<file path="config.mk">
export PLATFORM = sky130hd
export DESIGN_NAME = sync_pla_array
export DESIGN_NICKNAME = d
export VERILOG_FILES = /design/src/rtl/sync_pla_pkg.sv /design/src/rtl/sync_pla_pers_mem.sv /design/src/rtl/sync_pla_array.sv
export SDC_FILE = /design/constraint.sdc
export NUM_CORES = 1
export LEC_CHECK = 0
export ABC_AREA = 0
export CAP_MARGIN = 30
export CORE_UTILIZATION = 50
export CTS_CLUSTER_SIZE = 40
export DETAILED_ROUTE_END_ITERATION = 12
export PLACE_DENSITY_LB_ADDON = 0.25
export REMOVE_ABC_BUFFERS = 1
export SYNTH_ARGS = -nofsm -noshare
export SYNTH_HDL_FRONTEND = slang
export SYNTH_HIERARCHICAL = 1
export SYNTH_SLANG_ARGS = --single-unit
</file>
<file path="constraint.sdc">
create_clock -name clk -period 2 [get_ports clk]
set_clock_uncertainty 0.15 [all_clocks]
set_input_delay 0.2 -clock clk [delete_from_list [all_inputs] [get_ports clk]]
set_output_delay 0.2 -clock clk [all_outputs]
set_load 0.01 [all_outputs]
</file>
<file path="src/rtl/sync_pla_pkg.sv">
// Shared types and the single-row plane function for the synchronous PLA array.
// Vectors are evaluated at PLA_MAX_W bits; callers zero-extend narrower rows.
package sync_pla_pkg;

    localparam int PLA_MAX_W = 64;

    typedef enum logic [1:0] {
        PLA_AND  = 2'd0,
        PLA_OR   = 2'd1,
        PLA_NAND = 2'd2,
        PLA_NOR  = 2'd3
    } pla_mode_e;

    typedef enum logic [1:0] {
        EMPTY = 2'd0,
        LOAD  = 2'd1,
        READY = 2'd2
    } pla_state_e;

    // Zero-extended mask bits are "don't participate", so the extension is
    // neutral for both the AND and the OR reduction.
    function automatic logic pla_row_eval(
        input logic [PLA_MAX_W-1:0] mask,
        input logic [PLA_MAX_W-1:0] vec,
        input pla_mode_e            mode
    );
        logic and_r;
        logic or_r;
        logic res;
        and_r = &(vec | ~mask);
        or_r  = |(vec & mask);
        case (mode)
            PLA_AND:  res = and_r;
            PLA_OR:   res = or_r;
            PLA_NAND: res = ~and_r;
            PLA_NOR:  res = ~or_r;
            default:  res = 1'b0;
        endcase
        return res;
    endfunction

endpackage

</file>
<file path="src/rtl/sync_pla_pers_mem.sv">
// Personality row storage with sequential write pointer.
// SYNC_PLA_READBACK_EN adds a combinational row readback port.
module sync_pla_pers_mem
    import sync_pla_pkg::*;
#(
    parameter int N_IN  = 7,
    parameter int N_OUT = 3,
    localparam int AW   = (N_OUT > 1) ? $clog2(N_OUT) : 1
) (
    input  logic                    clk,
    input  logic                    rst_n,
    input  logic                    restart,
    input  logic                    wr_en,
    input  logic [N_IN-1:0]         wr_data,
`ifdef SYNC_PLA_READBACK_EN
    input  logic [AW-1:0]           rd_addr,
    output logic [N_IN-1:0]         rd_data,
`endif
    output logic                    last_row,
    output logic [N_OUT*N_IN-1:0]   rows_flat
);

    logic [AW-1:0] cnt_q;
    logic [AW-1:0] cnt_d;

    assign last_row = (cnt_q == AW'(N_OUT - 1));

    // Restart wins over a same-cycle write: the pointer returns to row 0 and
    // the colliding row is dropped.
    always_comb begin
        cnt_d = cnt_q;
        if (restart) begin
            cnt_d = '0;
        end else if (wr_en) begin
            cnt_d = last_row ? '0 : cnt_q + 1'b1;
        end
    end

    always_ff @(posedge clk or negedge rst_n) begin
        if (!rst_n) begin
            cnt_q <= '0;
        end else begin
            cnt_q <= cnt_d;
        end
    end

    // Flops rather than RAM: the whole personality clears on reset.
    generate
        for (genvar gi = 0; gi < N_OUT; gi++) begin : g_row
            logic [N_IN-1:0] row_q;

            always_ff @(posedge clk or negedge rst_n) begin
                if (!rst_n) begin
                    row_q <= '0;
                end else if (wr_en && !restart && (cnt_q == AW'(gi))) begin
                    row_q <= wr_data;
                end
            end

            assign rows_flat[gi*N_IN +: N_IN] = row_q;
        end
    endgenerate

`ifdef SYNC_PLA_READBACK_EN
    always_comb begin
        rd_data = '0;
        for (int i = 0; i < N_OUT; i++) begin
            if (rd_addr == AW'(i)) begin
                rd_data = rows_flat[i*N_IN +: N_IN];
            end
        end
    end
`endif

endmodule

</file>
<file path="src/rtl/sync_pla_array.sv">
// Synchronous PLA plane: streamed personality load, registered AND/OR/NAND/NOR evaluation.
// Define SYNC_PLA_READBACK_EN to expose rd_addr/rd_data row readback.
module sync_pla_array
    import sync_pla_pkg::*;
#(
    parameter int N_IN  = 7,
    parameter int N_OUT = 3,
    localparam int AW   = (N_OUT > 1) ? $clog2(N_OUT) : 1
) (
    input  logic              clk,
    input  logic              rst_n,
    input  logic              load_start,
    input  logic              pers_valid,
    output logic              pers_ready,
    input  logic [N_IN-1:0]   pers_data,
    output logic              loaded,
    input  logic              in_valid,
    output logic              in_ready,
    input  logic [N_IN-1:0]   in_data,
    input  logic [1:0]        mode,
`ifdef SYNC_PLA_READBACK_EN
    input  logic [AW-1:0]     rd_addr,
    output logic [N_IN-1:0]   rd_data,
`endif
    output logic              out_valid,
    output logic [N_OUT-1:0]  out_data
);

    pla_state_e            state_q;
    pla_state_e            state_d;
    logic                  pers_hs;
    logic                  wr_en;
    logic                  accept;
    logic                  last_row;
    logic [N_OUT*N_IN-1:0] rows_flat;
    logic [N_OUT-1:0]      eval_vec;
    logic [N_OUT-1:0]      out_data_q;
    logic                  out_valid_q;

    assign pers_ready = (state_q == LOAD);
    assign in_ready   = (state_q == READY);
    assign loaded     = (state_q == READY);
    assign pers_hs    = pers_valid && pers_ready;
    assign wr_en      = pers_hs && !load_start;
    assign accept     = in_valid && in_ready;

    sync_pla_pers_mem #(
        .N_IN  (N_IN),
        .N_OUT (N_OUT)
    ) u_mem (
        .clk       (clk),
        .rst_n     (rst_n),
        .restart   (load_start),
        .wr_en     (wr_en),
        .wr_data   (pers_data),
`ifdef SYNC_PLA_READBACK_EN
        .rd_addr   (rd_addr),
        .rd_data   (rd_data),
`endif
        .last_row  (last_row),
        .rows_flat (rows_flat)
    );

    always_comb begin
        state_d = state_q;
        case (state_q)
            EMPTY: if (load_start) state_d = LOAD;
            LOAD: begin
                if (load_start) begin
                    state_d = LOAD;
                end else if (pers_hs && last_row) begin
                    state_d = READY;
                end
            end
            READY: if (load_start) state_d = LOAD;
            default: state_d = EMPTY;
        endcase
    end

    always_ff @(posedge clk or negedge rst_n) begin
        if (!rst_n) begin
            state_q <= EMPTY;
        end else begin
            state_q <= state_d;
        end
    end

    // Evaluation reads the rows as they stand this cycle, so an accept that
    // coincides with load_start still sees the old personality.
    generate
        for (genvar gi = 0; gi < N_OUT; gi++) begin : g_eval
            assign eval_vec[gi] = pla_row_eval(PLA_MAX_W'(rows_flat[gi*N_IN +: N_IN]),
                                               PLA_MAX_W'(in_data),
                                               pla_mode_e'(mode));
        end
    endgenerate

    always_ff @(posedge clk or negedge rst_n) begin
        if (!rst_n) begin
            out_valid_q <= 1'b0;
            out_data_q  <= '0;
        end else begin
            out_valid_q <= accept;
            if (accept) begin
                out_data_q <= eval_vec;
            end
        end
    end

    assign out_valid = out_valid_q;
    assign out_data  = out_data_q;

endmodule
</file>
### Yosys cells after proc, flatten, opt, wreduce, memory -nomap -nowiden

Index checks and enable logic that the tools add are counted.

| operators by class | value |
|---|---|
| $add $sub $neg | 1 |
| multipliers | 0 |
| divide/modulo/power cells | 0 |
| order comparisons | 0 |
| equal/unequal tests | 9 |
| shift operators | 0 |
| multiplexer cells | 10 |
| bitwise operators | 15 |
| reductions and logical operators | 21 |

Operators by type and width:

| operator | number |
|---|---|
| $not 7->64 | 3 |
| $or 7x64->64 | 3 |
| $reduce_and 64->1 | 3 |
| $reduce_or 64->1 | 3 |
| $and 7x7->7 | 3 |
| $mux 2 | 6 |
| $pmux 1 s4 | 3 |
| $eq 2x2->1 const B | 4 |
| $logic_and 1x1->1 | 8 |
| $eq 2x1->1 const B | 3 |
| $logic_not 2->1 | 3 |
| $not 1->1 | 6 |
| $pmux 2 s2 | 1 |
| $ne 3x2->1 const B | 1 |
| $add 2x1->2 const B | 1 |
| $ne 2x1->1 const B | 1 |
| $reduce_and 2->1 | 1 |
| $reduce_bool 2->1 | 1 |
| $reduce_or 2->1 | 1 |
| $logic_not 1->1 | 1 |

| word-level totals | value |
|---|---|
| register bits | 29 |
| bits in latches | 0 |
| RAM bits | 0 |
| ROM bits | 0 |
| bits of input ports | 21 |
| output and inout bits | 7 |
| word-level logic and storage cells | 63 |
| memories | 0 |

### Longest topological paths before layout

| depth | value |
|---|---|
| depth in word-level cells | 6 |
| mapped depth | 5 |
| depth with buffers taken out | 5 |

### Modules after synthesis

Netlist, hierarchy kept.

By module, submodules not included:

| module | times used | cells an instance | area an instance (um^2) | sequential area each (um^2) |
|---|---|---|---|---|
| sync_pla_pers_mem | 1 | 56 | 929.6 | 575.6 |
| sync_pla_array | 1 | 58 | 491.7 | 150.1 |

### Least setup slack after synthesis

No wires, ideal clock.

| timing | value |
|---|---|
| path kind | register to register |
| start point | register state_q[0] |
| end point | register u_mem.g_row[0].row_q[0] |
| arrival time | 1655 ps |
| path slack | 70 ps |
| stages on the path, launching flop included | 5 |
| path buffers | 0 |
| period minus slack after synthesis | 1930 ps |
| cells stage by stage | dfrtp_1 -> nor2b_1 -> and3b_1 -> nor4b_4 -> mux2_2 |

| on the way | value |
|---|---|
| longest elaborated chain between the ends | 5 |

RTL lines:

| element | RTL line | RTL |
|---|---|---|
| start, declared | sync_pla_array.sv:29 | `pla_state_e state_q;` |
| start signal, assigned | sync_pla_array.sv:84 | `state_q <= state_d;` |
| $eq 2x1->1 | sync_pla_array.sv:40 | `assign pers_ready = (state_q == LOAD);` |
| via pers_ready | sync_pla_array.sv:14 | `output logic pers_ready,` |
| $logic_and 1x1->1 | sync_pla_array.sv:43 | `assign pers_hs = pers_valid && pers_ready;` |
| $logic_and 1x1->1 | sync_pla_array.sv:44 | `assign wr_en = pers_hs && !load_start;` |
| via wr_en | sync_pla_array.sv:32 | `logic wr_en;` |
| $logic_and 1x1->1 (2 in series) | sync_pla_pers_mem.sv:55 | `end else if (wr_en && !restart && (cnt_q == AW'(gi))) begin` |
| end signal, assigned | sync_pla_pers_mem.sv:56 | `row_q <= wr_data;` |
| end, declared | sync_pla_pers_mem.sv:50 | `logic [N_IN-1:0] row_q;` |

The timed path passes the listed nets, and every way through them passes these cells.
A chain may end at the register's enable or synchronous reset.

### Worst setup path in the final report

| timing | value |
|---|---|
| start point | register state_q[0] |
| end point | output port in_ready |

| on the way | value |
|---|---|
| longest elaborated chain between the ends | 1 |

RTL lines:

| element | RTL line | RTL |
|---|---|---|
| $eq 2x2->1 | sync_pla_array.sv:41 | `assign in_ready = (state_q == READY);` |
| end, declared | sync_pla_array.sv:18 | `output logic in_ready,` |

Every way passes these cells.

==> out/metrics.csv <==
stage,metric,value,unit
global_routing,vias in the first global route,1105,
logic_synthesis,register area share after synthesis,0.511,
layout,antenna fix cells,0,
setup_path,worst-path fanout max,4,
drt,First-pass DRT Iterations,7,
flow_run,MaxCap Viol Count,0,
clock_tree,# H-tree levels,2,
setup_path,Reg-to-Reg End,u_mem/g_row[0].row_q[1],
drt,via count,1105,
sta,Max Clk Rate,528,MHz
clock_tree,CTS sink cnt,29,
layout,share of layout cells above drive strength 1,0.247,
logic_synthesis,Synth warnings,6,
drt,DR WL/cell,16.9,µm
sta,RSZ-0062 raised after global routing,no,
sta,Setup-failing EPs final,0,
layout,Layout area overhead,27.6,%
drt,DRC violations left,0,
sta,Fin. Hold Viols,0,
global_routing,All-Layer GR Usage,0.218,
clock_tree,clock slew at reported path FFs,0.09,ns
setup_path,cell depth of the worst flop-to-flop path,5,
clock_tree,Clock Tree Buf Depth,2,
setup_path,WP data arrival,1.54,ns
logic_synthesis,Synth top area share,0.511,
setup_path,critical path launch point type,flip-flop,
layout,Reg area,726,µm²
run_status,status,"finished, final reports clean",
sta,Least-Margin Pin Slew,0.363,ns
placement,placed inst area,1730,µm²
setup_path,Critical Path End,in_ready,
power_and_ir_drop,pwr dens,849,nW/µm²
floorplanning,starting density of the core,0.549,
clock_tree,PostCTS Resize Cnt,0,
sta,Final Slew Violations,0,
drt,antenna-violating nets left,0,
floorplanning,DIE HEIGHT,55.3,µm
logic_synthesis,leading post-synthesis cells by cell area,"dfrtp_1 51%, mux2_2 17%, a22oi_1 6.3%, a222oi_1 4.2%, a41o_1 2.1%",
clock_tree,Clock Tree Root,clkbuf_4,
floorplanning,Die ar.,3060,µm²
placement,DP HPWL,2330,µm
floorplanning,IO Count,28,
power_and_ir_drop,switching pwr,389,µW
setup_path,RR Startpoint,state_q[0],
logic_synthesis,Netlist Area Pre-Place,1420,µm²
power_and_ir_drop,combinational power share,0.191,
layout,Finished Cell Area,1810,µm²
clock_tree,Worst-Skew Late Latency,0.32,ns
sta,normalized max-slew margin,0.758,
sta,part of the cycle the worst path needs,0.947,
clock_tree,hold buffers post-CTS,0,
sta,fin crit period,1.89,ns
logic_synthesis,synthesized area per cell,12.5,µm²
power_and_ir_drop,part of the power in the clock network,0.320,
power_and_ir_drop,Sequential Power Share,0.489,
placement,IO Port Bufs,27,
setup_path,Crit path required time,1.65,ns
drt,Via density,6.14,
layout,Nets,170,
clock_tree,number of setup buffers added after CTS,0,
global_routing,initial antenna violation count,0,
global_routing,grt ovf,0,
logic_synthesis,dominant cell type by area after synthesis,dfrtp_1,
logic_synthesis,"flops & latches, synth",29,
power_and_ir_drop,sw frac,0.253,
power_and_ir_drop,LEAKAGE,0.799,nW
global_routing,global-route wire length before repair,5060,µm
logic_synthesis,Cells after Synth,114,
layout,area of the multi-input gates,632,µm²
setup_path,CP Class,reg -> out,
placement,gpl congestion,0.873,
setup_path,CP endpoint kind,output port,
drt,final wirelength,3040,µm
layout,filler instances,203,
logic_synthesis,Netlist cell types,23,
floorplanning,Core Region,2590,µm²
setup_path,Critical Path Start,state_q[0],
clock_tree,total clock buffers created by CTS,5,
drt,DR iter-0 viols,61,
setup_path,R2R setup slack,0.12,ns
power_and_ir_drop,P_int,1.15,mW
floorplanning,Die W,55.3,µm
worst_hold_path,worst min-delay path class,in -> async,
global_routing,largest net degree at the start of global routing,30,
floorplanning,Rows,18,
clock_tree,TritonCTS clock tree,yes,
power_and_ir_drop,Max VDD drop,0.637,mV
sta,post-route setup TNS,0,ns
[how the worst min path moves through the flow]
stage | startpoint | to | cells after the start
6_report | rst_n | u_mem/g_row[2].row_q[5] | 2
5_1_grt | rst_n | u_mem/g_row[0].row_q[4] | 2
4_1_cts | rst_n | u_mem/g_row[2].row_q[5] | 2
3_5_place_dp | state_q[1] | state_q[0] | 1
3_3_place_gp | state_q[1] | state_q[0] | 1
2_1_floorplan | rst_n | out_data[0] | 0
[worst max-delay path: stages, from the launching register on]
cell	delay, ns
dfrtp_1	0.41
nor2b_1	0.23
clkdlybuf4s50_1	0.58
[kinds of logic after synthesis]
logic type                share of synthesized area
xor gates and xnor gates                     0.0185
and+or+nand+nor                              0.0907
buffers and inverters                        0.0449
AOI/OAI and AO/OA                             0.169
muxes                                         0.166
DFF                                           0.511
[flip-flops by register name, indices dropped and copies added, names as in the netlist]
signal and count:
out_data 3, out_valid 1, u_mem/g_row.row_q 21, u_mem/cnt_q 2, state_q 2
[final cells by class]
| type | instances | area share |
|---|---|---|
| Tap cell | 30 | 0.0207 |
| Inverter | 9 | 0.0186 |
| Multi-Input combinational cell | 73 | 0.348 |
| Sequential cell | 29 | 0.400 |
| Timing Repair Buffer | 31 | 0.166 |
| Clock buffer | 7 | 0.0303 |
| Clock inverter | 1 | 0.0166 |
[power groups by stage]
stage,sequential (mW),clock [mW],combinational (mW)
floorplan,0.734,0,0.190
global placement,0.758,0,0.280
detailed placement,0.763,0,0.290
CTS,0.752,0.505,0.291
global route,0.764,0.534,0.318
finish,0.754,0.493,0.294
[cell usage in the layout (no fill, tap or decap), types with 2 or more instances in the layout]
| master | synthesis | layout |
|---|---|---|
| a21oi_1 | 4 | 4 |
| a222oi_1 | 6 | 6 |
| a22oi_1 | 12 | 12 |
| a31oi_1 | 4 | 4 |
| a41o_1 | 3 | 3 |
| and4bb_2 | 2 | 2 |
| buf_4 | 1 | 4 |
| clkbuf_4 | 0 | 5 |
| clkdlybuf4s50_1 | 0 | 27 |
| dfrtp_1 | 29 | 29 |
| inv_1 | 8 | 8 |
| mux2_2 | 21 | 21 |
| nand2_1 | 5 | 5 |
| nor2b_1 | 3 | 3 |
| o21ai_1 | 3 | 3 |
| xnor2_1 | 3 | 3 |
[metrics by stage]
step	instances	power (mW)	worst slack, ns	hold slack [ns]	util
floorplan	111	0.924	0.0699	-0.246	-
global placement	172	1.04	0.0675	0.301	0.668
detailed placement	172	1.05	0.0419	0.320	0.668
CTS	180	1.55	0.0792	0.115	0.700
global route	180	1.62	0.00478	0.125	0.700
finish	180	1.54	0.106	0.104	0.700
[Yosys cell counts]
cell type,n
a21oi_1,4
nor2_1,1
dfrtp_1,29
nor2b_1,3
o21ai_1,3
a31oi_1,4
or2b_1,1
and4bb_2,2
mux2_2,21
buf_6,2
inv_1,8
nor4b_4,1
nand3b_1,1
or3b_2,1
and3b_1,1
nand2_1,5
xnor2_1,3
a222oi_1,6
nand2b_1,1
a41o_1,3
buf_4,1
a22oi_1,12
inv_2,1
[layer usage]
metal  wire length, µm  global-route usage
met1              1190               0.253
met4                53              0.0857
met3               285              0.0867
met5                 0                   0
met2              1510               0.360
Note: power is estimated with default switching activity, not from simulation.
